## config.mk

```make
export PLATFORM = sky130hd
export DESIGN_NAME = shift_collect
export DESIGN_NICKNAME = d
export VERILOG_FILES = /design/src/rtl/shift_collect.sv
export SDC_FILE = /design/constraint.sdc
export NUM_CORES = 1
export LEC_CHECK = 0
export ABC_AREA = 1
export CORE_MARGIN = 4
export CORE_UTILIZATION = 47
export DETAILED_ROUTE_END_ITERATION = 7
export PLACE_DENSITY = 0.75
export SLEW_MARGIN = 20
export SYNTH_ARGS = -nofsm -noshare
export SYNTH_HDL_FRONTEND = slang
export SYNTH_SLANG_ARGS = --single-unit
```

## constraint.sdc

```tcl
create_clock -name clk -period 1.4 [get_ports clk]
set_input_delay 0.21 -clock clk [delete_from_list [all_inputs] [get_ports clk]]
set_output_delay 0.21 -clock clk [all_outputs]
set_load 0.02 [all_outputs]
```

## src/rtl/shift_collect.sv

```systemverilog
// Serial-to-parallel collector: assembles WIDTH-bit words MSB-first and holds the
// last completed word for a ready-style consumer, flagging words dropped while full.
module shift_collect #(
    parameter int WIDTH = 8,
    parameter int CW    = $clog2(WIDTH + 1)
) (
    input  logic             clk,
    input  logic             reset,
    input  logic             w,
    input  logic             E,
    input  logic             L,
    input  logic             out_ready,
    input  logic             ovr_clr,
    output logic [WIDTH-1:0] out_data,
    output logic             out_valid,
    output logic [CW-1:0]    bit_cnt,
    output logic             overrun
);

    typedef enum logic {EMPTY, FULL} state_t;

    state_t           state, state_nxt;
    logic [WIDTH-1:0] sr;
    logic [WIDTH-1:0] word;
    logic             accept;
    logic             complete;
    logic             load;
    logic             ovr_set;

    assign accept   = E && !L;
    assign complete = accept && (bit_cnt == CW'(WIDTH - 1));
    // The completing bit is folded in here so the word is captured on the same edge.
    assign word     = {sr[WIDTH-2:0], w};

    always_ff @(posedge clk) begin
        if (reset) begin
            sr      <= '0;
            bit_cnt <= '0;
        end else if (L) begin
            sr      <= '0;
            bit_cnt <= '0;
        end else if (accept) begin
            sr      <= word;
            bit_cnt <= complete ? '0 : bit_cnt + 1'b1;
        end
    end

    always_ff @(posedge clk) begin
        if (reset) begin
            state    <= EMPTY;
            out_data <= '0;
            overrun  <= 1'b0;
        end else begin
            state <= state_nxt;
            if (load)
                out_data <= word;
            if (ovr_set)
                overrun <= 1'b1;
            else if (ovr_clr)
                overrun <= 1'b0;
        end
    end

    always_comb begin
        state_nxt = state;
        load      = 1'b0;
        ovr_set   = 1'b0;
        unique case (state)
            EMPTY: begin
                if (complete) begin
                    load      = 1'b1;
                    state_nxt = FULL;
                end
            end
            FULL: begin
                if (complete) begin
                    if (out_ready)
                        load = 1'b1;
                    else
                        ovr_set = 1'b1;
                end else if (out_ready) begin
                    state_nxt = EMPTY;
                end
            end
            default: state_nxt = EMPTY;
        endcase
    end

    assign out_valid = (state == FULL);

endmodule
```

## After elaboration in Yosys (flattened, before gate mapping)

Cells that the tools add are included.

- Add/sub/neg operators: 1
- Eq/ne operators: 1
- Multiplexer cells: 12
- Bitwise logic cells: 1
- Reduce and logical (&&, ||, !) cells: 5

Operator list:

| operator | count |
|---|---|
| two-way mux 1 bit | 9 |
| adder 4 x 1 -> 4 bit (second input constant) | 1 |
| == test 4 x 3 -> 1 bit (second input constant) | 1 |
| two-way mux 4 bit | 1 |
| case mux 1 bit (2 select lines) | 2 |
| logical AND 1 bit | 2 |
| nonzero test 2 bit | 1 |
| OR reduction 2 bit | 1 |
| zero test 1 bit | 1 |
| inverter 1 bit | 1 |

- Register bits after elaboration: 21
- Input bits: 7
- Output and inout bits: 14
- Word-level logic and storage cells: 25

## Depth between registers and ports, before layout

Gate-level depths: netlist of run 1.

- Depth in word-level cells: 6
- Mapped depth: 7
- Gate-level depth less buffers: 6

## Worst setup path after synthesis of run 1

Ideal clock, no wire load.

- Kind: register to register
- Start point: register bit_cnt[0]
- End point: register out_data[7]
- Setup time: 0.115 ns
- Arrival time: 1.212 ns
- Required time: 1.285 ns
- Path slack: 0.073 ns
- Cell stages (with the launch flop): 8
- Buffers on the path: 1
- Clock period less this slack: 1.327 ns
- Cell sequence: dfxtp_1 > ha_1 > nand3_4 > nor2_8 > buf_8 > nand3_1 > nand2_1 > nor2_1

- Cells in the longest elaborated chain, start to end: 4
- Elaborated cells on any way between the ends: 5
- Those cells by class: eq/ne (1); mux (3); reduce/logical (1)

RTL lines:

| item | line | source |
|---|---|---|
| start, declared | 16 | `output logic [CW-1:0] bit_cnt,` |
| start signal, assigned | 44 | `bit_cnt <= complete ? '0 : bit_cnt + 1'b1;` |
| == test 4 x 3 -> 1 bit (*) | 31 | `assign complete = accept && (bit_cnt == CW'(WIDTH - 1));` |
| logical AND 1 bit (*) | 31 |  |
| two-way mux 1 bit (on tied branches) | 76, 70 |  |
| case mux 1 bit (2 select lines) (*) | 68 | `unique case (state)` |
| end signal, assigned | 56 | `out_data <= word;` |
| end, declared | 14 | `output logic [WIDTH-1:0] out_data,` |

Every way passes the cells marked *; elsewhere a longest branch is shown, timed or not.
A chain may end at the register's enable or synchronous reset.

## Final worst setup path of run 1

- Start point: register bit_cnt[1]
- End point: register out_data[1]

Same word-level chain as after synthesis.

==> flow_metrics.tcl, run 1 <==
set metrics [dict create \
    grt_max_degree 19 \
    placement_rows 15 \
    worstMarginPinSlew_ns 0.254 \
    tritoncts_num_sinks 21 \
    buffer_ports.inserted 20 \
    fp.coreArea_um2 1780 \
    worstSetupPathType "register to register" \
    first_global_vias 727 \
    critical_path.endpoint_type "register" \
    antenna_found_initial 0 \
    die_w_um 51.9 \
    area_delta_synth_final_pct 28.6 \
    yosysSeqAreaShare 0.464 \
    via_count 795 \
    finalClockSkew_ns 0.00880 \
    placedCellCount 165 \
    finalCriticalPeriod_ns 1.28 \
    synth_xor_xnor_area_share 0 \
    hpwlAfterDp_um 1290 \
    clk_root_buffer_cell "clkbuf_4" \
    crit_path_top_delay_cell "dfxtp_1" \
    avgRoutedWirePerCell_um 10.2 \
    initialDrtViolationCount 10 \
    wl_um 1720 \
    post_synth_instance_area_um2 906 \
    remaining_drcs 0 \
    h-tree-depth 1 \
    cts_setup_buffers 0 \
    finish.net_count 153 \
    cp_data_arrival_time_ns 1.48 \
    hold_slack_ns 0.468 \
    synth_mux_area_frac 0 \
    overflow 0 \
    cts.path.max_buffers 2 \
    wire_length_of_the_first_global_routing_pass_um 3050 \
    critical_path.startpoint_type "register" \
    worst-path-max-fanout 18 \
    firstDrtPassIters 4 \
    antenna_violating_nets_post_route 0 \
    tritoncts.num_buffers 3 \
    static-leakage-power_nw 0.543 \
    synth_adder_area_share 0.0138 \
    synth_top_family_by_area "simple AND/OR/NAND/NOR gates" \
    max-vdd-ir-drop_mv 0.575 \
    gp_congestion 0.769 \
    outcome "finished clean" \
    timing.hold.worst.class "register to register" \
    grt_use_total 0.157 \
    powerDensity_nw_per_um2 854 \
    synthDistinctLibCells 17 \
    cts.reportedPaths.clkPinSlew_ns 0.12 \
    timing.critical_path.cells "ha_1 -> nand3_4 -> nor2_8 -> nand3_1 -> nand2_1 -> nor2_1" \
    max_cap_viol_count 0 \
    final_max_slew_viol_count 0 \
    synth_simple_gate_area_frac 0.227 \
    floorplan.io_pins 21 \
    finalSetupViolCount 0 \
    syn-instance-count 116 \
    floorplan.initialDensity 0.508 \
    rsz0062_at_grt "false" \
    total_power_w 0.000995 \
    cp_slowest_stage_delay_ns 0.40 \
    filler_free_cell_count_of_the_finished_design 169 \
    synth-warning-count 0 \
    achievable-frequency_ghz 0.784 \
    final_layout_size_suffix_gt1_frac 0.132 \
    design.die.area_um2 2690 \
    layout_worst_path_cycle_share 0.911 \
    die_height_um 51.9 \
    finalHoldViolCount 0 \
    worst_ep_required_time_ns 1.61 \
    slew_headroom 0.831 \
    skew_pair_late_insertion_delay_ns 0.30 \
    vias_per_cell 4.70 \
    antennaDiodeCount 0 \
    synthesis.area_per_instance_um2 7.81 \
    tritoncts "built" \
    syn-num-nets 124 \
    yosys_register_bits 21 \
    share_of_the_synthesized_area_in_compound_gates_ao_oa_aoi_oai 0.170 \
]
==> placed cells by master, fill, tap and decap left out, types with 2 or more instances in the layout <==
cell	synthesis	routed
nand2_1	14	14
dlygate4sd2_1	0	14
nor2_1	14	14
inv_2	2	2
nand3_1	9	9
a21oi_1	18	18
inv_1	17	17
buf_4	0	8
clkbuf_4	0	3
o21ai_0	11	11
dfxtp_1	21	21
clkdlybuf4s50_1	0	6
==> power breakdown <==
| group | leakage [nW] | total [W] | internal (W) | switching [W] |
|---|---|---|---|---|
| Combinational | 0.355 | 0.0000896 | 0.0000440 | 0.0000456 |
| Clock | 0.0177 | 0.000291 | 0.000106 | 0.000184 |
| Sequential | 0.170 | 0.000614 | 0.000608 | 0.00000602 |
| Total | 0.543 | 0.000995 | 0.000759 | 0.000236 |
==> layer usage <==
metal,GRT usage,part of all wire,vias to the layer above
li1,-,-,423
met1,0.202,0.48,354
met2,0.232,0.45,16
met3,0.0516,0.054,2
met4,0.0786,0.0099,0
met5,0,0,-
==> what timing repair did <==
item                                   4_1_cts  5_1_grt
setup endpoints to repair                   14        0
hold buffers                                 0        0
gates resized for setup                     14        0
endpoints found under the hold margin        0        0
==> critical path: cells and delay by family, from the launching register on <==
kind,cells,cell delay (ns)
AND/OR/NAND/NOR,5,0.57
flip-flops,1,0.40
adder cells (fa/ha/maj),1,0.21
==> through the flow <==
| stage | area (um2) | setup WS [ns] | TNS, ns | util |
|---|---|---|---|---|
| after detailed placement | 1150 | -0.0467 | -0.214 | 0.648 |
| final | 1160 | 0.124 | 0 | 0.653 |
| after global routing | 1160 | 0.00149 | 0 | 0.653 |
| after global placement | 1150 | -0.0309 | -0.0649 | 0.648 |
| after CTS | 1160 | 0.114 | 0 | 0.653 |
| after floorplan | 906 | 0.0726 | 0 | - |
==> sequential cells by signal (all words and copies together), names as in the netlist <==
| name | cells |
|---|---|
| out_data | 8 |
| bit_cnt | 4 |
| sr | 7 |
| overrun | 1 |
| out_valid | 1 |
==> Yosys cell counts <==
library cell	number	area (um2)
nand2_1	14	52.6
o21ai_0	11	55.1
a21oi_2	1	8.76
nor2_4	1	11.3
nand3_1	9	45.0
ha_1	1	12.5
nor2_8	1	20.0
nand3_4	1	17.5
nand2_2	1	6.26
buf_8	1	15.0
inv_1	17	63.8
dfxtp_1	21	420
a21oi_1	18	90.1
clkbuf_2	1	5.00
nor2_1	14	52.6
inv_2	2	7.51
buf_6	2	22.5
==> final timing paths <==
| check | startpoint | slack (ns) | cells after the start | endpoint |
|---|---|---|---|---|
| max | bit_cnt[1] | 0.12 | 6 | out_data[1] |
| min | sr[3] | 0.47 | 2 | sr[4] |
| max reg2reg | bit_cnt[1] | 0.12 | 6 | out_data[1] |
| min reg2reg | sr[3] | 0.47 | 2 | sr[4] |
==> cell families (layout without fill, tap and decap cells) <==
kind of cell,Yosys count,count (layout)
and+or+nand+nor,41,41
adders and majority gates,1,1
AOI/OAI and AO/OA,30,30
buffers and inverters,23,51
DFF,21,21
==> layout make-up <==
type,instances,area [um2]
clock inverters,1,5.00
clock buffers,3,22.5
well taps,25,31.3
repair buffers,28,243
flip-flops and latches,21,420
inverters,19,71.3
fillers,174,618
multi-input cells,72,372
Power figures use the tool's default switching activity.
==> run 2: changes to the inputs <==
--- a/config.mk
+++ b/config.mk
@@ -5,7 +5,6 @@
 export SDC_FILE = /design/constraint.sdc
 export NUM_CORES = 1
 export LEC_CHECK = 0
-export ABC_AREA = 1
 export CORE_MARGIN = 4
 export CORE_UTILIZATION = 47
 export DETAILED_ROUTE_END_ITERATION = 7
==> flow_metrics.tcl, run 2 <==
set metrics [dict create \
    outcome "finished with violations" \
    violated_checks "setup timing" \
    via_count 678 \
    multi_input_comb_area_um2 448 \
    achievable-frequency_ghz 0.662 \
    synth_largest_area_cell "dfxtp_1" \
    finalSetupViolCount 8 \
    final_max_slew_viol_count 0 \
    syn-num-nets 95 \
    fillers 150 \
    met3WireLength_um 63 \
    yosysSeqAreaShare 0.477 \
    synth-warning-count 0 \
    powerDensity_nw_per_um2 798 \
    cts.path.max_buffers 2 \
    worst_ep_required_time_ns 1.64 \
    tritoncts "built" \
    async_flop_share 0 \
    layout_worst_path_cycle_share 1.08 \
    synthDominantCellAreaShare 0.477 \
    max_cap_viol_count 0 \
    design.die.area_um2 2630 \
    firstDrtPassIters 1 \
    die_w_um 51.3 \
    finalHoldViolCount 0 \
    finalClockSkew_ns 0.00817 \
    tritoncts.num_buffers 3 \
    remaining_drcs 0 \
    post_synth_instance_area_um2 881 \
    area.sequential_um2 428 \
    postLayoutCellArea_um2 1200 \
    topRoutingLayerUsed "met4" \
    gp_congestion 0.747 \
    wl_um 1630 \
    syn-instance-count 87 \
    final_util 0.690 \
    area_delta_synth_final_pct 36.6 \
    die_height_um 51.3 \
    max_ffs_per_register 8 \
    layout_commonest_cell "dfxtp_1" \
    antenna_found_initial 0 \
    vias_per_cell 4.77 \
    cp_slowest_stage_delay_ns 0.38 \
    grt_max_degree 13 \
    grt_use_total 0.148 \
    initialDrtViolationCount 0 \
    synthesis.area_per_instance_um2 10.1 \
    critical_path.startpoint_type "register" \
    timing.critical_path.cells "ha_4 -> or3b_4 -> nor3b_2 -> buf_6 -> mux2i_1" \
    largest-register "out_data" \
    slew_headroom 0.828 \
    hold_slack_ns 0.479 \
    final_cell_mix "19 x dfxtp_1, 18 x nand2b_1, 16 x mux2i_1" \
    floorplan.io_pins 21 \
    synth_cell_count_leaders "21 x dfxtp_1, 18 x nand2b_1, 16 x mux2i_1, 9 x nor2_1" \
    h-tree-depth 1 \
    cp_data_arrival_time_ns 1.75 \
    worstSetupPathType "register to register" \
    antennaDiodeCount 0 \
    antenna_violating_nets_post_route 0 \
    finish.net_count 126 \
    overflow 0 \
    most_numerous_cell_in_the_yosys_netlist "dfxtp_1" \
    top_cells_by_area_synth "dfxtp_1 48%, mux2i_1 18%, nand2b_1 13%" \
    tritoncts_num_sinks 21 \
    max-vdd-ir-drop_mv 0.727 \
    synthDistinctLibCells 21 \
    clk_root_buffer_cell "clkbuf_4" \
    worst-path-max-fanout 8 \
    final_layout_size_suffix_gt1_frac 0.197 \
    ctsHoldBuffers 0 \
    finalCriticalPeriod_ns 1.51 \
    buffer_ports.inserted 20 \
    placement_rows 15 \
    critical_path.endpoint_type "register" \
    wire_length_of_the_first_global_routing_pass_um 2900 \
    static-leakage-power_nw 0.506 \
    worstMarginPinSlew_ns 0.257 \
    placedCellCount 137 \
    rsz0062_at_grt "true" \
    filler_free_cell_count_of_the_finished_design 142 \
    avgRoutedWirePerCell_um 11.5 \
    crit_path_top_delay_cell "dfxtp_4" \
    cts.reportedPaths.clkPinSlew_ns 0.12 \
    timing.hold.worst.class "register to register" \
    place_area_um2 1180 \
    yosys_register_bits 21 \
    dr_wl_met2_um 812 \
    skew_pair_late_insertion_delay_ns 0.30 \
    largestRegisters "out_data (8), sr (7), bit_cnt (4)" \
    floorplan.initialDensity 0.505 \
    first_global_vias 674 \
    fp.coreArea_um2 1750 \
    postSynth.topFlopCell "dfxtp_1" \
    placement.setup.worst_slack_ns -0.292 \
    layout_setup_ws_ns -0.110 \
    hpwlAfterDp_um 1240 \
    synth_enable_flop_cells 0 \
    routedLengthMet1_um 744 \
]
==> run 2: cell types whose count changed after synthesis, sizes merged, moves of 2 or more <==
cell,previous run,this run
inv,19,0
nand2,15,3
nor2,16,9
nand3,10,0
o21ai,11,1
mux2i,0,16
nand2b,0,18
clkbuf,1,3
or3b,0,2
or2,0,2
a21oi,19,3
==> run 2: cell families (layout without fill, tap and decap cells) <==
kind of cell	after synthesis	in the layout	share of synthesized area
and+or+nand+nor	38	38	0.249
DFF	21	21	0.477
muxes	16	16	0.182
AOI/OAI and AO/OA	5	5	0.0369
buffers and inverters	5	35	0.0312
adders and majority gates	1	1	0.0142
xor gates and xnor gates	1	1	0.00994
==> run 2: layout make-up <==
cell class,instances,area share
clock inverters,1,0.00416
flip-flops and latches,21,0.356
well taps,25,0.0260
multi-input cells,61,0.372
repair buffers,31,0.223
clock buffers,3,0.0187
==> run 2: metrics by stage <==
stage	total power [W]	setup TNS (ns)
finish	0.000961	-0.749
detailed placement	0.000689	-2.58
floorplan	0.000652	-0.650
global route	0.00101	-1.31
global placement	0.000688	-2.14
CTS	0.000978	-0.724
==> run 2: critical path: cells and delay by family, from the launching register on <==
| kind | cells | cell delay, ns |
|---|---|---|
| fa+ha+maj | 1 | 0.12 |
| buf+inv | 1 | 0.18 |
| flops | 1 | 0.38 |
| mux | 1 | 0.20 |
| simple gates | 2 | 0.57 |
==> run 2: power by group <==
part           switching [W]  internal [W]  leakage, nW
clock network       0.000181      0.000107       0.0177
registers         0.00000274      0.000598        0.171
logic              0.0000298     0.0000430        0.318
==> run 2: repair_timing <==
action	in CTS	in global routing
cloned	0	0
pin swaps	1	0
setup endpoints to repair	22	9
resized for setup	15	0
setup buffers	0	1
==> run 2: path summary, 6_finish.rpt <==
check                           slack, ns     endpoint        start  cells after the start
worst max-delay path                -0.11  out_data[7]   bit_cnt[0]                      5
worst min-delay path                 0.48  out_data[5]  out_data[5]                      2
worst max register to register      -0.11  out_data[7]   bit_cnt[0]                      5
worst min register to register       0.48  out_data[5]  out_data[5]                      2
==> run 2: per-layer routing <==
layer,vias up,GRT usage
met4,0,0.0262
met2,12,0.255
met3,2,0.0612
li1,345,-
met1,319,0.173
met5,-,0
==> run 3: changes to the inputs <==
--- a/config.mk
+++ b/config.mk
@@ -7,6 +7,7 @@
 export LEC_CHECK = 0
 export CORE_MARGIN = 4
 export CORE_UTILIZATION = 47
+export CTS_CLUSTER_SIZE = 12
 export DETAILED_ROUTE_END_ITERATION = 7
 export PLACE_DENSITY = 0.75
 export SLEW_MARGIN = 20
==> results of run 3 <==
Same layout as run 2: the final DEF is identical, and so are final timing and power.
